==> src/rtl/commutator_ctrl.sv <==
// commutator_ctrl: five-phase Moore sequencer that drives one MDC-stage input commutator
module commutator_ctrl #(
    parameter int DEPTH = 8,
    parameter int CW = $clog2(DEPTH)
) (
    input  logic          clk,
    input  logic          rst_n,
    input  logic          start,
    input  logic          abort,
    input  logic          in_valid,
    output logic          mode,
    output logic          flag_in_com1,
    output logic          flag_in_com2,
    output logic          flag_switch_state2,
    output logic          out_valid,
    output logic          busy,
    output logic          done,
    output logic [CW-1:0] phase_cnt
);
    typedef enum logic [2:0] {IDLE, LOAD_UP, LOAD_LOW, PASS, SWAP, DRAIN, DONE} state_t;
    state_t state, state_nx;
    logic [CW-1:0] cnt_nx;
    logic step, last;
    assign last = phase_cnt == CW'(DEPTH - 1);
    // State and phase counter register
    always_ff @(posedge clk or negedge rst_n) begin
        if (!rst_n) begin
            state <= IDLE;
            phase_cnt <= '0;
        end else begin
            state <= state_nx;
            phase_cnt <= cnt_nx;
        end
    end
    // Next state: input phases consume on in_valid, DRAIN flushes every cycle, abort wins
    always_comb begin
        step = 1'b0;
        state_nx = state;
        cnt_nx = phase_cnt;
        case (state)
            IDLE: state_nx = start ? LOAD_UP : IDLE;
            LOAD_UP, LOAD_LOW, PASS, SWAP: step = in_valid;
            DRAIN: step = 1'b1;
            default: state_nx = IDLE;
        endcase
        if (step) begin
            cnt_nx = last ? '0 : phase_cnt + 1'b1;
            state_nx = last ? state_t'(state + 3'd1) : state;
        end
        if (abort) begin
            state_nx = IDLE;
            cnt_nx = '0;
        end
    end
    assign mode = state inside {IDLE, LOAD_UP, LOAD_LOW, DONE};
    assign flag_in_com1 = state inside {LOAD_LOW, PASS, SWAP, DRAIN};
    assign flag_in_com2 = state inside {SWAP, DRAIN};
    assign flag_switch_state2 = state == DRAIN;
    assign out_valid = (state == SWAP && in_valid) || state == DRAIN;
    assign busy = state != IDLE;
    assign done = state == DONE;
endmodule

==> config.mk <==
export PLATFORM = sky130hd
export DESIGN_NAME = commutator_ctrl
export DESIGN_NICKNAME = d
export VERILOG_FILES = /design/src/rtl/commutator_ctrl.sv
export SDC_FILE = /design/constraint.sdc
export NUM_CORES = 1
export LEC_CHECK = 0
export ABC_AREA = 0
export BUFFER_PORTS_ARGS = -buffer_cell sky130_fd_sc_hd__buf_2
export CAP_MARGIN = 20
export CORE_AREA = 2 2 53 45
export DETAILED_ROUTE_END_ITERATION = 10
export DIE_AREA = 0 0 55 47
export PLACE_DENSITY = 0.58
export SLEW_MARGIN = 20
export SYNTH_ARGS = -nofsm -noshare
export SYNTH_HDL_FRONTEND = slang
export SYNTH_SLANG_ARGS = --single-unit
==> constraint.sdc <==
create_clock -name clk -period 5.18 [get_ports clk]
set_clock_uncertainty 0.1 [all_clocks]
set_input_delay 1.036 -clock clk [delete_from_list [all_inputs] [get_ports clk]]
set_output_delay 1.036 -clock clk [all_outputs]
set_load 0.01 [all_outputs]
Word level (Yosys, flattened, before mapping)

Cells that the tools add are included.

Logic and storage cells: 33
Output and inout bits: 10
Bits in registers: 6

Reductions and logical operators: 11
$add $sub $neg: 2
Mux-type cells: 9
Equal/unequal tests: 9

Operators by type and width:

| cell                                                                   | count |
|---|---|
| 3-bit two-way mux                                                      | 6 |
| 3-bit equality test (second input constant)                            | 4 |
| 4-bit nonzero test                                                     | 2 |
| 3-bit by 1-bit adder with 3-bit output (second input constant)         | 2 |
| 3-bit by 2-bit equality test with 1-bit output (second input constant) | 2 |
| 3-bit one-hot mux with 2 select lines                                  | 1 |
| 5-bit OR reduction                                                     | 1 |
| 2-bit nonzero test                                                     | 2 |
| 4-bit OR reduction                                                     | 1 |
| 3-bit by 1-bit equality test with 1-bit output (second input constant) | 1 |
| 3-bit zero test                                                        | 1 |
| 3-bit by 1-bit != test with 1-bit output (second input constant)       | 1 |
| 3-bit by 2-bit != test with 1-bit output (second input constant)       | 1 |
| 3-bit nonzero test                                                     | 1 |
| 1-bit one-hot mux with 2 select lines                                  | 1 |
| 2-bit AND reduction                                                    | 1 |
| 1-bit logical AND                                                      | 1 |
| 1-bit logical OR                                                       | 1 |
| 1-bit two-way mux                                                      | 1 |

Longest topological paths before layout

Gate-level depths: netlist of the first run.

Word-level depth: 5
Depth in mapped cells: 7

Least setup slack after synthesis of the first run

Ideal clock, no wire load.

Kind: input-to-output
Start: input in_valid
End: output out_valid
Cell stages on the path: 2
Data arrival time: 1.430 ns
Slack: 2.614 ns
Buffers on the path: 0
Cells stage by stage: a21oi_1 -> nor2_1

Word-level cells in the longest chain between the ends: 2

RTL lines:

| element           | RTL line | text |
|---|---|---|
| start, declared   | 10       | `input logic in_valid,` |
| 1-bit logical AND | 59       | `assign out_valid = (state == SWAP && in_valid) \|\| state == DRAIN;` |
| 1-bit logical OR  | 59       |  |
| end, declared     | 15       | `output logic out_valid,` |

Every way passes these cells.

Final worst setup path of the first run

Start: register state[1]
End: output out_valid

Word-level cells in the longest chain between the ends: 3
Elaborated cells on any way between the ends: 4

RTL lines:

| element                | RTL line | text |
|---|---|---|
| start, declared        | 21       | `state_t state, state_nx;` |
| start signal, assigned | 31       | `state <= state_nx;` |
| 3-bit equality test    | 59       |  |
| 1-bit logical AND      | 59       |  |
| 1-bit logical OR (*)   | 59       |  |

Mark *: on every way between the ends. The rest lies on a longest branch, timed or not.

==> qor.yml, run 1 <==
drt-initial-drc-count: 17
syn_inst: 66
yosysWarnings: 0
cts_hold_buf: 0
ff2ff_path_depth: 5
cts-resized-gates: 0
cp.arrival_ns: 1.73
cts_buffers: 3
grt_overflow: 0
post_cts_buffers: 0
vias_per_cell: 5.260
finalNetCount: 93
place_congestion: 0.7207
diodes: 0
fp.dieW_um: 55
dp_slack_ns: 2.357
finalNonFillerCells: 104
synth_edf_count: 0
synth_seq_cells: 6
firstDrtPassIters: 2
synthArstFlopShare: 1.000
grt_pass1_vias: 488
grt_setup_unrepaired: "false"
p_leak_nw: 0.3217
rows: 15
slowest_delay_ns: 0.43
syn_area_um2: 591.8
status: "completed"
cts-root-buf: "clkbuf_4"
cts_tree: "yes"
crit_path_top_delay_cell: "dfrtp_1"
grt_usage: 0.1184
finalHoldViolCount: 0
crit_chain: "inv_1 -> ha_1 -> a21oi_1 -> nor2_1 -> buf_2"
vdd_ir_drop_max_mv: 0.1540
drt-wirelength-per-cell_um: 12.71
cap_violations: 0
max_freq_mhz: 348.4
ios: 15
tightest_slew_ns: 0.7022
setup_ws_ns: 2.310
path_delay_family: "flip-flops"
period_needed_ns: 2.870
grt_max_degree: 16
num_vias: 547
power_density_nw_per_um2: 179.7
synth_top_cell_by_area: "dfrtp_1"
synth.top_cell.area_share: 0.2537
h-tree-depth: 1
cts_sinks: 6
period_share: 0.5541
r2r_start: "state[1]"
drive_gt1_frac: 0.2532
ys_seq_area_frac: 0.2537
wirelength_um: 1322
cts_max_path_buffers: 2
die_height_um: 47
holdPathStages: 2
crit_type: "reg2out"
ant_nets: 0
grt_antenna_before_repair: 0
setup_violations: 0
dieArea_um2: 2585
avgSynthCellArea_um2: 8.967
fin_setup_tns_ns: 0
holdPathEnd: "phase_cnt[1]"
dp_hpwl_um: 1029
synth.net_count: 78
coreArea_um2: 2064
start_util: 0.2867
grt_pass1_wl_um: 2145
drc: 0
slew_headroom: 0.5275
layout_commonest_cell: "buf_2"
port_buffers: 14
clock_latency_ns: 0.24
critPathRequiredTime_ns: 4.04
drv_slew: 0
ff2ff_setup_slack_ns: 2.80
dp_cells: 101
ys_top_cells_by_area: "dfrtp_1 (25%), ha_1 (15%), a21oi_1 (5.9%)"
ys_types: 31
r2r-end: "state[1]"
final_cell_mix: "buf_2 (14), a21oi_1 (7), ha_1 (7), dfrtp_1 (6), nand4_1 (5)"
crit_path_max_fanout: 8
syn_to_final_growth_pct: 18.18
path_buf_inv: 2
endpoint_kind: "primary output"
hold_class: "reg2reg"
cp-start-kind: "flip-flop"
synth-main-ff-cell: "dfrtp_1"
cp_num_cells: 5
path_clk_slew_ns: 0.04
holdCritStartpoint: "phase_cnt[1]"
worst reg2reg max path, stage by stage, from the launching register on:
cell,delay [ns]
dfrtp_1,0.43
inv_1,0.16
ha_1,0.30
nor4_1,0.65
nor3_1,0.21
a311o_2,0.41
through the flow:
step	util	power, W	hold WS, ns	instance area [um^2]
floorplan	-	0.00007681	0.4809	591.8
global placement	0.3279	0.00008597	0.4921	676.9
detailed placement	0.3279	0.00008597	0.4742	676.9
CTS	0.3388	0.0001280	0.4813	699.4
global route	0.3388	0.0001382	0.5027	699.4
finish	0.3388	0.0001257	0.4723	699.4
Yosys cell counts, types with 2 or more instances:
| cell type | number |
|---|---|
| nand3b_1 | 2 |
| ha_1 | 7 |
| nor2b_1 | 2 |
| nor3b_1 | 2 |
| nand2_1 | 2 |
| o31ai_1 | 3 |
| and2_1 | 2 |
| nor2_1 | 3 |
| clkbuf_1 | 2 |
| dfrtp_1 | 6 |
| inv_1 | 4 |
| a21oi_1 | 7 |
| nand4_1 | 5 |
| nor4_1 | 2 |
worst max-delay path by stage:
| stage | start | to | slack [ns] |
|---|---|---|---|
| floorplan | in_valid | out_valid | 2.61 |
| global placement | in_valid | out_valid | 2.35 |
| detailed placement | in_valid | out_valid | 2.36 |
| CTS | state[1] | out_valid | 2.30 |
| global route | state[1] | out_valid | 2.18 |
| finish | state[1] | out_valid | 2.31 |
power by group:
part	leakage, nW	internal (W)	switching (W)
sequential	0.0818	0.0000492	0.00000373
combinational	0.226	0.0000122	0.0000207
clock	0.0138	0.0000260	0.0000139
cell type report:
class / instances / area, um^2
clock buffer: 3 / 22.52
fill: 221 / 1365
inverter: 4 / 15.01
multi-input combinational: 52 / 410.4
sequential: 6 / 150.1
tap: 25 / 31.28
timing repair buffer: 14 / 70.07
cell families (layout without fill, tap and decap cells):
group                    after synthesis  after routing  share of synthesized area
flip-flops                             6              6                     0.2537
adder cells (fa/ha/maj)                7              7                     0.1480
multiplexers                           1              1                    0.01691
AO/OA/AOI/OAI                         18             18                     0.2410
AND/OR/NAND/NOR                       25             25                     0.2727
buffers and inverters                  8             21                    0.05284
XOR/XNOR                               1              1                    0.01480
routing by layer:
| metal | GRT usage | routed length (um) | part of all wire | up-vias |
|---|---|---|---|---|
| met2 | 0.1762 | 574 | 0.43 | 7 |
| met4 | 0.01463 | 0 | 0 | 0 |
| met3 | 0.05096 | 44 | 0.033 | 0 |
| met1 | 0.1647 | 703 | 0.53 | 258 |
| li1 | - | - | - | 282 |
| met5 | 0 | 0 | 0 | - |
state kept, by name, indices dropped and copies added (netlist names):
signal / flops
phase_cnt: 3
state: 3
Power figures use the tool's default switching activity.
==> run 2: changes to the inputs <==
--- a/config.mk
+++ b/config.mk
@@ -11,7 +11,7 @@
 export CORE_AREA = 2 2 53 45
 export DETAILED_ROUTE_END_ITERATION = 10
 export DIE_AREA = 0 0 55 47
-export PLACE_DENSITY = 0.58
+export PLACE_DENSITY = 0.6
 export SLEW_MARGIN = 20
 export SYNTH_ARGS = -nofsm -noshare
 export SYNTH_HDL_FRONTEND = slang
==> constraint.sdc (replaced) <==
create_clock -name clk -period 2.6 [get_ports clk]
set_clock_uncertainty 0.1 [all_clocks]
set_input_delay 0.52 -clock clk [delete_from_list [all_inputs] [get_ports clk]]
set_output_delay 0.52 -clock clk [all_outputs]
set_load 0.01 [all_outputs]
==> qor.yml, run 2 (synthesis gave the netlist of run 1 again) <==
status: "completed"  # unchanged
cts_tree: "yes"  # unchanged
grt_setup_unrepaired: "false"  # unchanged
top_usage_layer: "met2"  # unchanged
die_height_um: 47  # unchanged
grt_pass1_vias: 532  # was 488
layout_commonest_cell: "buf_2"  # unchanged
crit_path_max_fanout: 8  # unchanged
dp_slack_ns: 0.3109  # was 2.357 ns
grt_usage: 0.1272  # was 0.1184
cts_sinks: 6  # unchanged
cts-root-buf: "clkbuf_4"  # unchanged
finalHoldViolCount: 0  # unchanged
grt_pass1_wl_um: 2380  # was 2145 um
cts_max_path_buffers: 2  # unchanged
fp.dieW_um: 55  # unchanged
period_needed_ns: 2.304
use_met1: 0.1845  # was 0.1647
post_cts_buffers: 0  # unchanged
crit_type: "reg2reg"  # was reg2out
dpl_cell_area_um2: 699.4  # was 676.9 um^2
final_cell_mix: "buf_2 (14), ha_1 (7), a21oi_1 (6), dfrtp_1 (6), nand4_1 (5)"  # was buf_2 (14), a21oi_1 (7), ha_1 (7), dfrtp_1 (6), nand4_1 (5)
drive_gt1_frac: 0.2892  # was 0.2532
finalNonFillerCells: 108  # was 104
finalNetCount: 97  # was 93
slew_headroom: 0.7741  # was 0.5275
diodes: 0  # unchanged
start_util: 0.2867  # unchanged
drc: 0  # unchanged
grt_overflow: 0  # unchanged
drv_slew: 0  # unchanged
place_congestion: 0.8165  # was 0.7207
fill_cells: 226  # was 221
ant_nets: 0  # unchanged
fin_hold_ws_ns: 0.4635  # was 0.4723 ns
max_freq_mhz: 434.1
clock_latency_ns: 0.24  # about the same
use_met3: 0.03185  # was 0.05096
drt-wirelength-per-cell_um: 12.82  # was 12.71 um
power_density_nw_per_um2: 351.8  # was 179.7 nW/um^2
postLayoutCellArea_um2: 735.7  # was 699.4 um^2
rows: 15  # unchanged
firstDrtPassIters: 4  # was 2
hold_class: "reg2reg"  # unchanged
p_leak_nw: 0.3415  # was 0.3217 nW
largest_registers: "phase_cnt (3), state (3)"  # unchanged
dp_hpwl_um: 1086  # was 1029 um
period_share: 0.8860
port_buffers: 14  # unchanged
tightest_slew_ns: 0.3362  # was 0.7022 ns
syn_to_final_growth_pct: 24.31  # was 18.18%
critPathRequiredTime_ns: 2.67  # was 4.04 ns
num_vias: 570  # was 547
met2_usage: 0.1905  # was 0.1762
cp-start-kind: "flip-flop"  # unchanged
endpoint_kind: "flip-flop"  # was primary output
cp.arrival_ns: 2.38  # was 1.73 ns
seqCellArea_um2: 150.1  # unchanged
fin_setup_tns_ns: 0  # unchanged
drt-initial-drc-count: 11  # was 17
setup_ws_ns: 0.2964  # was 2.310 ns
path_clk_slew_ns: 0.05  # was 0.04 ns
dieArea_um2: 2585  # unchanged
h-tree-depth: 1  # unchanged
grt_antenna_before_repair: 0  # unchanged
cap_violations: 0  # unchanged
cts_buffers: 3  # unchanged
ios: 15  # unchanged
grt_max_degree: 15  # was 16
vdd_ir_drop_max_mv: 0.2278  # was 0.1540 mV
dp_cells: 104  # was 101
coreArea_um2: 2064  # unchanged
wirelength_um: 1385  # was 1322 um
multi_input_area_um2: 414.1  # was 410.4 um^2
setup_violations: 0  # unchanged
vias_per_cell: 5.278  # was 5.260
## run 2: worst max-delay path: stages, from the launching register on
cell and delay (ns):
dfrtp_1 0.44, inv_1 0.15, ha_1 0.30, or4_1 0.70, a2111oi_4 0.40, a311o_2 0.15
## run 2: path summary, 6_finish.rpt
check	endpoint	depth (start not counted)	slack [ns]	startpoint
worst max-delay path	state[1]	5	0.30	state[1]
worst min-delay path	phase_cnt[2]	2	0.46	phase_cnt[2]
worst max register to register	state[1]	5	0.30	state[1]
worst min register to register	phase_cnt[2]	2	0.46	phase_cnt[2]
max in group asynchronous	state[0]	2	1.71	rst_n
min in group asynchronous	phase_cnt[2]	2	0.53	rst_n
## run 2: where the power goes
part           internal, W  switching (W)  total (W)
registers        0.0000979     0.00000675   0.000105
clock network    0.0000520      0.0000309  0.0000829
logic            0.0000280      0.0000432  0.0000712
total             0.000178      0.0000809   0.000259
## run 2: what timing repair did
action / 4_1_cts / 5_1_grt
setup endpoints to repair: 0 / 1
resized for setup: 0 / 1
hold buffers: 1 / 0
hold endpoints to repair: 6 / 0
## run 2: stage by stage
step / power (W) / util
after floorplan: 0.0001530 / -
after global placement: 0.0001747 / 0.3388
after detailed placement: 0.0001752 / 0.3388
after CTS: 0.0002623 / 0.3545
after global routing: 0.0002769 / 0.3564
final: 0.0002588 / 0.3564
## run 2: area by class of cell
class                           instances  area share
Timing Repair Buffer                   18      0.1395
Inverter                                4     0.02041
Tap cell                               25     0.04252
Clock buffer                            3     0.03061
Multi-Input combinational cell         52      0.5629
Sequential cell                         6      0.2041
## run 2: routing by layer
metal	vias up	part of all wire
met5	-	0
met2	8	0.49
met4	0	0
met3	0	0.024
li1	287	-
met1	275	0.49
==> run 3: changes to the inputs <==
--- a/config.mk
+++ b/config.mk
@@ -8,10 +8,10 @@
 export ABC_AREA = 0
 export BUFFER_PORTS_ARGS = -buffer_cell sky130_fd_sc_hd__buf_2
 export CAP_MARGIN = 20
-export CORE_AREA = 2 2 53 45
+export CORE_AREA = 2 2 43 55
 export DETAILED_ROUTE_END_ITERATION = 10
-export DIE_AREA = 0 0 55 47
-export PLACE_DENSITY = 0.6
+export DIE_AREA = 0 0 45 57
+export PLACE_DENSITY = 0.59
 export SLEW_MARGIN = 20
 export SYNTH_ARGS = -nofsm -noshare
 export SYNTH_HDL_FRONTEND = slang
==> qor.yml, run 3 (synthesis gave the netlist of run 1 again) <==
status: "completed"  # unchanged
grt_antenna_before_repair: 0  # unchanged
clock_latency_ns: 0.23  # was 0.24 ns
port_buffers: 14  # unchanged
holdPathEnd: "phase_cnt[1]"  # was phase_cnt[2]
met2_usage: 0.1980  # was 0.1905
grt_pass1_vias: 541  # was 532
period_share: 0.8849  # was 0.8860
slew_headroom: 0.7688  # was 0.7741
finalNetCount: 97  # unchanged
cts_max_path_buffers: 2  # unchanged
dp_cells: 100  # was 104
crit_path_max_fanout: 8  # unchanged
ff2ff_path_depth: 5  # unchanged
cp-start-kind: "flip-flop"  # unchanged
holdCritStartpoint: "phase_cnt[1]"  # was phase_cnt[2]
r2r-end: "state[1]"  # unchanged
p_leak_nw: 0.3415  # unchanged
cts-root-buf: "clkbuf_4"  # unchanged
hold_class: "reg2reg"  # unchanged
setup_violations: 0  # unchanged
largest_registers: "phase_cnt (3), state (3)"  # unchanged
h-tree-depth: 1  # unchanged
drv_slew: 0  # unchanged
vdd_ir_drop_max_mv: 0.1939  # was 0.2278 mV
drt-initial-drc-count: 4  # was 11
cp.arrival_ns: 1.68  # was 2.38 ns
use_met3: 0.01266  # was 0.03185
dp_hpwl_um: 1143  # was 1086 um
grt_pass1_wl_um: 2297  # was 2380 um
period_needed_ns: 2.301  # was 2.304 ns
ant_nets: 0  # unchanged
firstDrtPassIters: 4  # unchanged
holdPathStages: 2  # unchanged
wirelength_um: 1372  # was 1385 um
drc: 0  # unchanged
grt_max_degree: 12  # was 15
r2r_start: "state[1]"  # unchanged
ff2ff_setup_slack_ns: 0.34  # was 0.30 ns
max_freq_mhz: 434.7  # was 434.1 MHz
finalHoldViolCount: 0  # unchanged
total_power_w: 0.0002556  # was 0.0002588 W
fin_setup_tns_ns: 0  # unchanged
layout_commonest_cell: "buf_2"  # unchanged
post_cts_buffers: 0  # unchanged
die_height_um: 57  # was 47 um
diodes: 0  # unchanged
use_met1: 0.1398  # was 0.1845
rows: 19  # was 15
cts_sinks: 6  # unchanged
top_usage_layer: "met2"  # unchanged
final_cell_mix: "buf_2 (14), ha_1 (7), a21oi_1 (6), dfrtp_1 (6), nand4_1 (5)"  # unchanged
crit_type: "reg2out"  # was reg2reg
syn_to_final_growth_pct: 23.47  # was 24.31%
cap_violations: 0  # unchanged
dieArea_um2: 2565  # was 2585 um^2
path_clk_slew_ns: 0.04  # was 0.05 ns
endpoint_kind: "primary output"  # was flip-flop
grt_usage: 0.1171  # was 0.1272
coreArea_um2: 2092  # was 2064 um^2
drive_gt1_frac: 0.2892  # unchanged
drt-wirelength-per-cell_um: 13.19  # was 12.82 um
finalNonFillerCells: 104  # was 108
start_util: 0.2829  # was 0.2867
critPathRequiredTime_ns: 1.98  # was 2.67 ns
grt_overflow: 0  # unchanged
ios: 15  # unchanged
num_vias: 551  # was 570
tightest_slew_ns: 0.3436  # was 0.3362 ns
cts_buffers: 3  # unchanged
power_density_nw_per_um2: 349.8  # was 351.8 nW/um^2
vias_per_cell: 5.298  # was 5.278
grt_setup_unrepaired: "false"  # unchanged
place_congestion: 0.8269  # was 0.8165
cts_tree: "yes"  # unchanged
fp.dieW_um: 45  # was 55 um
==> run 3: cell counts in the layout (fill, tap and decap cells not counted) <==
No cell type changed its count.
==> run 3: repair_timing <==
item	CTS	global route
gates resized for setup	0	1
setup endpoints to repair	0	1
hold buffers	1	0
endpoints found under the hold margin	6	0
==> run 3: critical path: stages (launching register included) <==
cell and delay [ns]:
dfrtp_1 0.47, inv_1 0.13, ha_1 0.31, o21ai_0 0.30, nor2_1 0.08, buf_2 0.14
==> run 3: layer usage <==
layer	share of wire	vias up
li1	-	288
met5	0	-
met3	0.017	2
met2	0.57	7
met1	0.40	254
met4	0.012	0
==> run 3: worst max path at each step <==
stage                     slack (ns)         to      from  depth (start not counted)
after floorplan                 0.45   state[1]  state[2]                          6
after global placement          0.42   state[1]  state[1]                          5
after detailed placement        0.35   state[1]  state[1]                          5
after CTS                       0.16  out_valid  state[1]                          5
after global routing            0.05  out_valid  state[0]                          5
final                           0.30  out_valid  state[0]                          5
==> run 3: layout make-up <==
cell class                 instances  area [um^2]
tap                               21        26.28
fill                             234         1361
inverter                           4        15.01
clock buffer                       3        22.52
timing repair buffer              18        102.6
multi-input combinational         52        414.1
sequential                         6        150.1
==> run 3: stage by stage <==
stage | hold slack (ns) | util | setup slack [ns] | area (um^2)
floorplan | 0.1244 | - | 0.4545 | 591.8
finish | 0.4604 | 0.3493 | 0.2994 | 730.7
detailed placement | 0.2494 | 0.3319 | 0.3486 | 694.4
global route | 0.4875 | 0.3493 | 0.04926 | 730.7
CTS | 0.4651 | 0.3475 | 0.1586 | 726.9
global placement | 0.2480 | 0.3319 | 0.4168 | 694.4
==> run 3: power by group <==
part | leakage [nW] | total, W | switching [W] | internal [W]
clock | 0.0138 | 0.0000801 | 0.0000282 | 0.0000518
combinational | 0.246 | 0.0000709 | 0.0000428 | 0.0000281
sequential | 0.0818 | 0.000105 | 0.00000671 | 0.0000980
total | 0.342 | 0.000256 | 0.0000777 | 0.000178
